--- src/rtl/uart_pkg.sv ---
// Shared definitions for the UART transmit arbiter: frame constants, FSM state type
// and the baud-divider helper.
package uart_pkg;

    localparam int FRAME_BITS = 10;

    typedef enum logic [1:0] {
        IDLE = 2'd0,
        SEND = 2'd1,
        WAIT = 2'd2
    } state_t;

    function automatic int baud_cnt_max(input int clk_hz, input int bps);
        return clk_hz / bps;
    endfunction

endpackage

--- src/rtl/uart_tx_arbiter_if.sv ---
// Per-requester byte handshake bus between the producers (master) and the
// transmit arbiter (slave).
interface uart_tx_arbiter_if #(
    parameter int NUM_REQ = 4
);
    logic [NUM_REQ-1:0]   req_valid;
    logic [8*NUM_REQ-1:0] req_data;
    logic [NUM_REQ-1:0]   req_last;
    logic [NUM_REQ-1:0]   req_ready;

    modport master (output req_valid, output req_data, output req_last, input req_ready);
    modport slave  (input req_valid, input req_data, input req_last, output req_ready);
endinterface

--- src/rtl/rr_arbiter.sv ---
// Round-robin search over the request vector starting at ptr. With
// UART_ARB_PKT_LOCK_EN, an active lock restricts eligibility to lock_id.
module rr_arbiter #(
    parameter int NUM_REQ = 4,
    parameter int ID_W    = 2
) (
    input  logic [NUM_REQ-1:0] req,
    input  logic [ID_W-1:0]    ptr,
`ifdef UART_ARB_PKT_LOCK_EN
    input  logic               lock,
    input  logic [ID_W-1:0]    lock_id,
`endif
    output logic [NUM_REQ-1:0] grant,
    output logic [ID_W-1:0]    grant_idx,
    output logic               hit
);

    logic [NUM_REQ-1:0] elig;
    logic [NUM_REQ-1:0] req_m;

`ifdef UART_ARB_PKT_LOCK_EN
    assign elig = lock ? (NUM_REQ'(1) << lock_id) : '1;
`else
    assign elig = '1;
`endif
    assign req_m = req & elig;

    always_comb begin
        grant     = '0;
        grant_idx = '0;
        hit       = 1'b0;
        for (int k = 0; k < NUM_REQ; k++) begin
            int j;
            j = int'(ptr) + k;
            if (j >= NUM_REQ) j = j - NUM_REQ;
            if (!hit && req_m[j]) begin
                hit       = 1'b1;
                grant[j]  = 1'b1;
                grant_idx = ID_W'(j);
            end
        end
    end

endmodule

--- src/rtl/uart_tx_arbiter.sv ---
// Shares one uart_tx among NUM_REQ byte producers with round-robin grants and
// frame pacing. Optional packet lock: define UART_ARB_PKT_LOCK_EN.
module uart_tx_arbiter
    import uart_pkg::*;
#(
    parameter int CLK        = 100_000_000,
    parameter int BPS        = 9600,
    parameter int NUM_REQ    = 4,
    parameter int GUARD_BITS = FRAME_BITS + 1,
    localparam int ID_W      = (NUM_REQ > 1) ? $clog2(NUM_REQ) : 1
) (
    input  logic             clk,
    input  logic             rst_n,
    uart_tx_arbiter_if.slave req,
    output logic [7:0]       tx_byte,
    output logic             tx_flag,
    output logic             busy,
    output logic [ID_W-1:0]  grant_id
);

    localparam int BAUD_CNT_MAX = baud_cnt_max(CLK, BPS);
    localparam int FRAME_CYCLES = BAUD_CNT_MAX * GUARD_BITS;
    localparam int CNT_W        = $clog2(FRAME_CYCLES) + 1;
    localparam logic [CNT_W-1:0] GUARD_LOAD = CNT_W'(FRAME_CYCLES - 1);

    state_t             state, state_nxt;
    logic [CNT_W-1:0]   cnt, cnt_nxt;
    logic [ID_W-1:0]    ptr, ptr_nxt;
    logic [7:0]         byte_nxt;
    logic [ID_W-1:0]    gid_nxt;
    logic [NUM_REQ-1:0] grant;
    logic [ID_W-1:0]    grant_idx;
    logic               hit;
    logic [ID_W-1:0]    ptr_after;

    assign ptr_after = (grant_id == ID_W'(NUM_REQ - 1)) ? '0 : grant_id + 1'b1;

`ifdef UART_ARB_PKT_LOCK_EN
    logic locked, locked_nxt;
`else
    logic unused_last;
    assign unused_last = ^req.req_last;
`endif

    rr_arbiter #(
        .NUM_REQ (NUM_REQ),
        .ID_W    (ID_W)
    ) u_arb (
        .req       (req.req_valid),
        .ptr       (ptr),
`ifdef UART_ARB_PKT_LOCK_EN
        .lock      (locked),
        .lock_id   (grant_id),
`endif
        .grant     (grant),
        .grant_idx (grant_idx),
        .hit       (hit)
    );

    always_comb begin
        state_nxt     = state;
        cnt_nxt       = cnt;
        ptr_nxt       = ptr;
        byte_nxt      = tx_byte;
        gid_nxt       = grant_id;
        req.req_ready = '0;
        tx_flag       = 1'b0;
        busy          = 1'b0;
`ifdef UART_ARB_PKT_LOCK_EN
        locked_nxt    = locked;
`endif
        unique case (state)
            IDLE: begin
                // Gate with rst_n so no requester sees ready while reset is held.
                req.req_ready = grant & {NUM_REQ{rst_n}};
                if (hit) begin
                    for (int i = 0; i < NUM_REQ; i++) begin
                        if (grant[i]) byte_nxt = req.req_data[8*i +: 8];
                    end
                    gid_nxt   = grant_idx;
                    state_nxt = SEND;
`ifdef UART_ARB_PKT_LOCK_EN
                    locked_nxt = ~|(grant & req.req_last);
`endif
                end
            end
            SEND: begin
                tx_flag   = 1'b1;
                busy      = 1'b1;
                cnt_nxt   = GUARD_LOAD;
                state_nxt = WAIT;
            end
            WAIT: begin
                busy = 1'b1;
                if (cnt == '0) begin
                    state_nxt = IDLE;
`ifdef UART_ARB_PKT_LOCK_EN
                    if (!locked) ptr_nxt = ptr_after;
`else
                    ptr_nxt = ptr_after;
`endif
                end else begin
                    cnt_nxt = cnt - 1'b1;
                end
            end
            default: state_nxt = IDLE;
        endcase
    end

    always_ff @(posedge clk or negedge rst_n) begin
        if (!rst_n) begin
            state    <= IDLE;
            cnt      <= '0;
            ptr      <= '0;
            tx_byte  <= '0;
            grant_id <= '0;
`ifdef UART_ARB_PKT_LOCK_EN
            locked   <= 1'b0;
`endif
        end else begin
            state    <= state_nxt;
            cnt      <= cnt_nxt;
            ptr      <= ptr_nxt;
            tx_byte  <= byte_nxt;
            grant_id <= gid_nxt;
`ifdef UART_ARB_PKT_LOCK_EN
            locked   <= locked_nxt;
`endif
        end
    end

endmodule

--- src/flat_wrapper.sv ---
// flat-port wrapper written by rule: the top's interface ports become plain ports
module uart_tx_arbiter_flat import uart_pkg::*;
#(
    parameter int CLK        = 100_000_000,
    parameter int BPS        = 9600,
    parameter int NUM_REQ    = 4,
    parameter int GUARD_BITS = FRAME_BITS + 1,
    localparam int ID_W      = (NUM_REQ > 1) ? $clog2(NUM_REQ) : 1
)
  (clk, rst_n, tx_byte, tx_flag, busy, grant_id, req_req_valid, req_req_data, req_req_last, req_req_ready);
  uart_tx_arbiter_if #(.NUM_REQ(NUM_REQ)) req_i ();
  input  logic clk;
  input  logic rst_n;
  output logic [7:0] tx_byte;
  output logic tx_flag;
  output logic busy;
  output logic [ID_W-1:0] grant_id;
  input wire logic [$bits(req_i.req_valid)-1:0] req_req_valid;
  input wire logic [$bits(req_i.req_data)-1:0] req_req_data;
  input wire logic [$bits(req_i.req_last)-1:0] req_req_last;
  output wire logic [$bits(req_i.req_ready)-1:0] req_req_ready;
  assign req_i.req_valid = req_req_valid;
  assign req_i.req_data = req_req_data;
  assign req_i.req_last = req_req_last;
  assign req_req_ready = req_i.req_ready;
  uart_tx_arbiter #(.CLK(CLK), .BPS(BPS), .NUM_REQ(NUM_REQ), .GUARD_BITS(GUARD_BITS)) u_core (.clk(clk), .rst_n(rst_n), .req(req_i), .tx_byte(tx_byte), .tx_flag(tx_flag), .busy(busy), .grant_id(grant_id));
endmodule
--- config.mk ---
export PLATFORM = sky130hd
export DESIGN_NAME = uart_tx_arbiter_flat
export DESIGN_NICKNAME = d
export VERILOG_FILES = /design/src/rtl/uart_pkg.sv /design/src/rtl/uart_tx_arbiter_if.sv /design/src/rtl/rr_arbiter.sv /design/src/rtl/uart_tx_arbiter.sv /design/src/flat_wrapper.sv
export SDC_FILE = /design/constraint.sdc
export NUM_CORES = 1
export LEC_CHECK = 0
export CAP_MARGIN = 20
export CELL_PAD_IN_SITES_DETAIL_PLACEMENT = 0
export CELL_PAD_IN_SITES_GLOBAL_PLACEMENT = 1
export CORE_ASPECT_RATIO = 0.5
export CORE_MARGIN = 3
export CORE_UTILIZATION = 38
export DETAILED_ROUTE_END_ITERATION = 7
export PLACE_DENSITY = 0.92
export SYNTH_ARGS = -nofsm -noshare
export SYNTH_HDL_FRONTEND = slang
export SYNTH_SLANG_ARGS = --single-unit
--- constraint.sdc ---
create_clock -name clk -period 4.6 [get_ports clk]
set_clock_uncertainty 0.1 [all_clocks]
set_input_delay 0.92 -clock clk [delete_from_list [all_inputs] [get_ports clk]]
set_output_delay 0.92 -clock clk [all_outputs]
set_load 0.02 [all_outputs]
==> flow_summary.toml <==
[status]
run_status = "finished clean"

[sta]
period_needed_ns = 4.42
setup_viol_count_final = 0
worstMarginPinSlew_ns = 1.06
rsz0062_at_grt = "false"
relSlewSlack = 0.285
fmax_ghz = 0.226
timing.hold.ws_ns = 0.376
period_share = 0.960
hold_viol = 0
finalSetupTns_ns = 0
slew_violations = 0

[worst_hold_path]
hold_path_class = "register to register"
worstHoldStart = "u_core.cnt[17]$_DFFE_PN0P_"
hold_path_end = "u_core.cnt[17]$_DFFE_PN0P_"
whs_path_depth = 1

[final_layout]
fillers = 570
area_growth_pct = 33.0
antenna_cells = 0
regArea_um2 = 801
drive_gt1_frac = 0.0977
postLayoutCoreUtil = 0.536
multiInputGateArea_um2 = 1510
nNetsFinal = 400

[worst_setup_path]
r2r_cells = 9
r2r-end = "u_core.tx_byte[3]$_DFFE_PN0P_"
rrSetupSlack_ns = 1.26
cp_max_fo = 8
cp.arrival_ns = 3.40
critPathLaunchType = "input pin"
criticalPathCategory = "input pin to output pin"
critPathCaptureType = "output pin"
worstPathRequired_ns = 3.58
reg2reg_from = "u_core.ptr[0]$_DFFE_PN0P_"

[synthesis]
async_reset_ff_frac = 1.00
yosys-top-cells-count = "dfrtp_1, inv_1, nand2_1, a21oi_1"
synthTopCellsByArea = "dfrtp_1, ha_1, inv_1, o31ai_1, a21oi_1"
netlist-cell-type-count = 53
yosys_warnings = 0
synth_most_common_cell = "dfrtp_1"
ys_seq_area_frac = 0.319
synth_edf_count = 0
ys_ff_latch = 32
synthFlopType = "dfrtp_1"
avgSynthCellArea_um2 = 8.68
netlist_instances = 289
synth_top_cell_area_share = 0.319
netlist_area_um2 = 2510
synth_top_cell_by_area = "dfrtp_1"
syn_nets = 342

[grt]
grt_use_total = 0.176
grt_pass1_wl_um = 11200
overflow = 0
grt_start_max_net_pins = 33
grt_pass1_vias = 2338
antenna_found_initial = 0

[power_and_ir_drop]
total_leakage_power_uw = 0.00134
vdd_drop_max_v = 0.000209
powerDensity_nw_per_um2 = 395
intPower_uw = 844
pwr-share-comb = 0.429
power_frac_seq = 0.296
switching_power_uw = 474
total_power_uw = 1320
p_sw_frac = 0.360
pwr-share-clk = 0.275

[floorplan]
rows = 20
die-area_um2 = 7680
coreArea_um2 = 6230
die_w_um = 121
ioPinCount = 58
dieHeight_um = 63.5
initial_core_util = 0.403

[drt]
finalWirelength_um = 6520
drt_iter0_drc = 127
wl_met1_um = 3120
avgRoutedWirePerCell_um = 14.9
wl_met2_um = 3070
ant_nets = 0
dr_total_vias = 2411
firstDrtPassIters = 4
wl_met3_um = 194
drc = 0
vias_per_cell = 5.53
highest_layer = "met4"

[cts]
holdBufCountCts = 0
cts_htree_levels = 2
ctsResizeCount = 0
cts_tree = "done"
clockBufferDepth = 2
cts.sinks = 32
clk_pin_slew_ns = 0.05
cts_buffers = 5
cts_setup_buffers = 0
clock_latency_ns = 0.27
root_buffer = "clkbuf_16"

[placement]
dpl.hpwl_um = 4900
portBuffers = 53
gp_congestion = 0.814

[run]
maxCapViolCount = 0
[critical path, cell delays in order]
cell and delay (ns):
clkdlybuf4s50_1 0.50, mux4_2 0.61, o31ai_1 0.30, a221o_1 0.25, nor2b_1 0.19, clkdlybuf4s50_1 0.62
[how the worst max path moves through the flow]
stage | slack [ns] | cells after the start | to | startpoint
6_report | 0.18 | 6 | req_req_ready[0] | req_req_valid[0]
5_1_grt | 0.08 | 8 | req_req_ready[0] | req_req_valid[1]
4_1_cts | 0.21 | 6 | req_req_ready[0] | req_req_valid[0]
3_5_place_dp | 0.22 | 8 | req_req_ready[1] | req_req_valid[1]
3_3_place_gp | 0.24 | 6 | req_req_ready[0] | req_req_valid[0]
2_1_floorplan | 0.41 | 10 | req_req_ready[2] | u_core.ptr[0]$_DFFE_PN0P_
[routing by layer]
metal / vias up / GRT usage
met3: 14 / 0.0233
met5: - / 0
met4: 0 / 0.0523
met2: 49 / 0.291
met1: 1150 / 0.243
li1: 1198 / -
[stage by stage]
| stage | worst slack [ns] | std cells | area, µm² |
|---|---|---|---|
| floorplan | 0.415 | 289 | 2510 |
| global placement | 0.243 | 428 | 3170 |
| finish | 0.182 | 436 | 3340 |
| CTS | 0.206 | 436 | 3340 |
| detailed placement | 0.222 | 428 | 3170 |
| global route | 0.0835 | 436 | 3340 |
[cell families after synthesis]
family,after synthesis,synth area share
xor+xnor,10,0.0349
mux,7,0.0384
fa+ha+maj,11,0.0548
compound gates,91,0.267
simple gates,92,0.206
buf+inv,46,0.0793
flops,32,0.319
[cell type report]
class | count | share of cell area
inverters | 29 | 0.0326
repair buffers | 68 | 0.193
flip-flops and latches | 32 | 0.240
clock inverters | 2 | 0.0105
clock buffers | 6 | 0.0386
well taps | 88 | 0.0330
multi-input cells | 211 | 0.453
[state kept, by name, indices dropped and copies added (netlist names)]
signal / cells
u_core.state: 2
u_core.cnt: 18
u_core.tx_byte: 8
u_core.ptr: 2
u_core.grant_id: 2
[placed cells by master (no fill, tap or decap), types with 5 or more instances in the layout]
| cell type | synthesis | layout |
|---|---|---|
| clkbuf_16 | 0 | 5 |
| a32oi_1 | 8 | 8 |
| xor2_1 | 9 | 9 |
| a21oi_1 | 19 | 19 |
| nand2_1 | 23 | 23 |
| clkdlybuf4s50_1 | 0 | 53 |
| nand3_1 | 8 | 8 |
| dfrtp_1 | 32 | 32 |
| o21ai_0 | 10 | 10 |
| nor4b_1 | 8 | 8 |
| o31a_1 | 8 | 8 |
| nor3_1 | 7 | 7 |
| buf_4 | 0 | 15 |
| inv_1 | 28 | 28 |
| nor2_1 | 13 | 13 |
| o311ai_0 | 8 | 8 |
| o31ai_1 | 13 | 13 |
| ha_1 | 11 | 11 |
[power by group through the flow]
stage	clock network (µW)	registers, µW	logic (µW)
3_3_place_gp	0	388	548
5_1_grt	384	400	628
6_report	362	391	566
3_5_place_dp	0	394	565
4_1_cts	368	391	570
2_1_floorplan	0	440	293
Note: power is estimated with default switching activity, not from simulation.
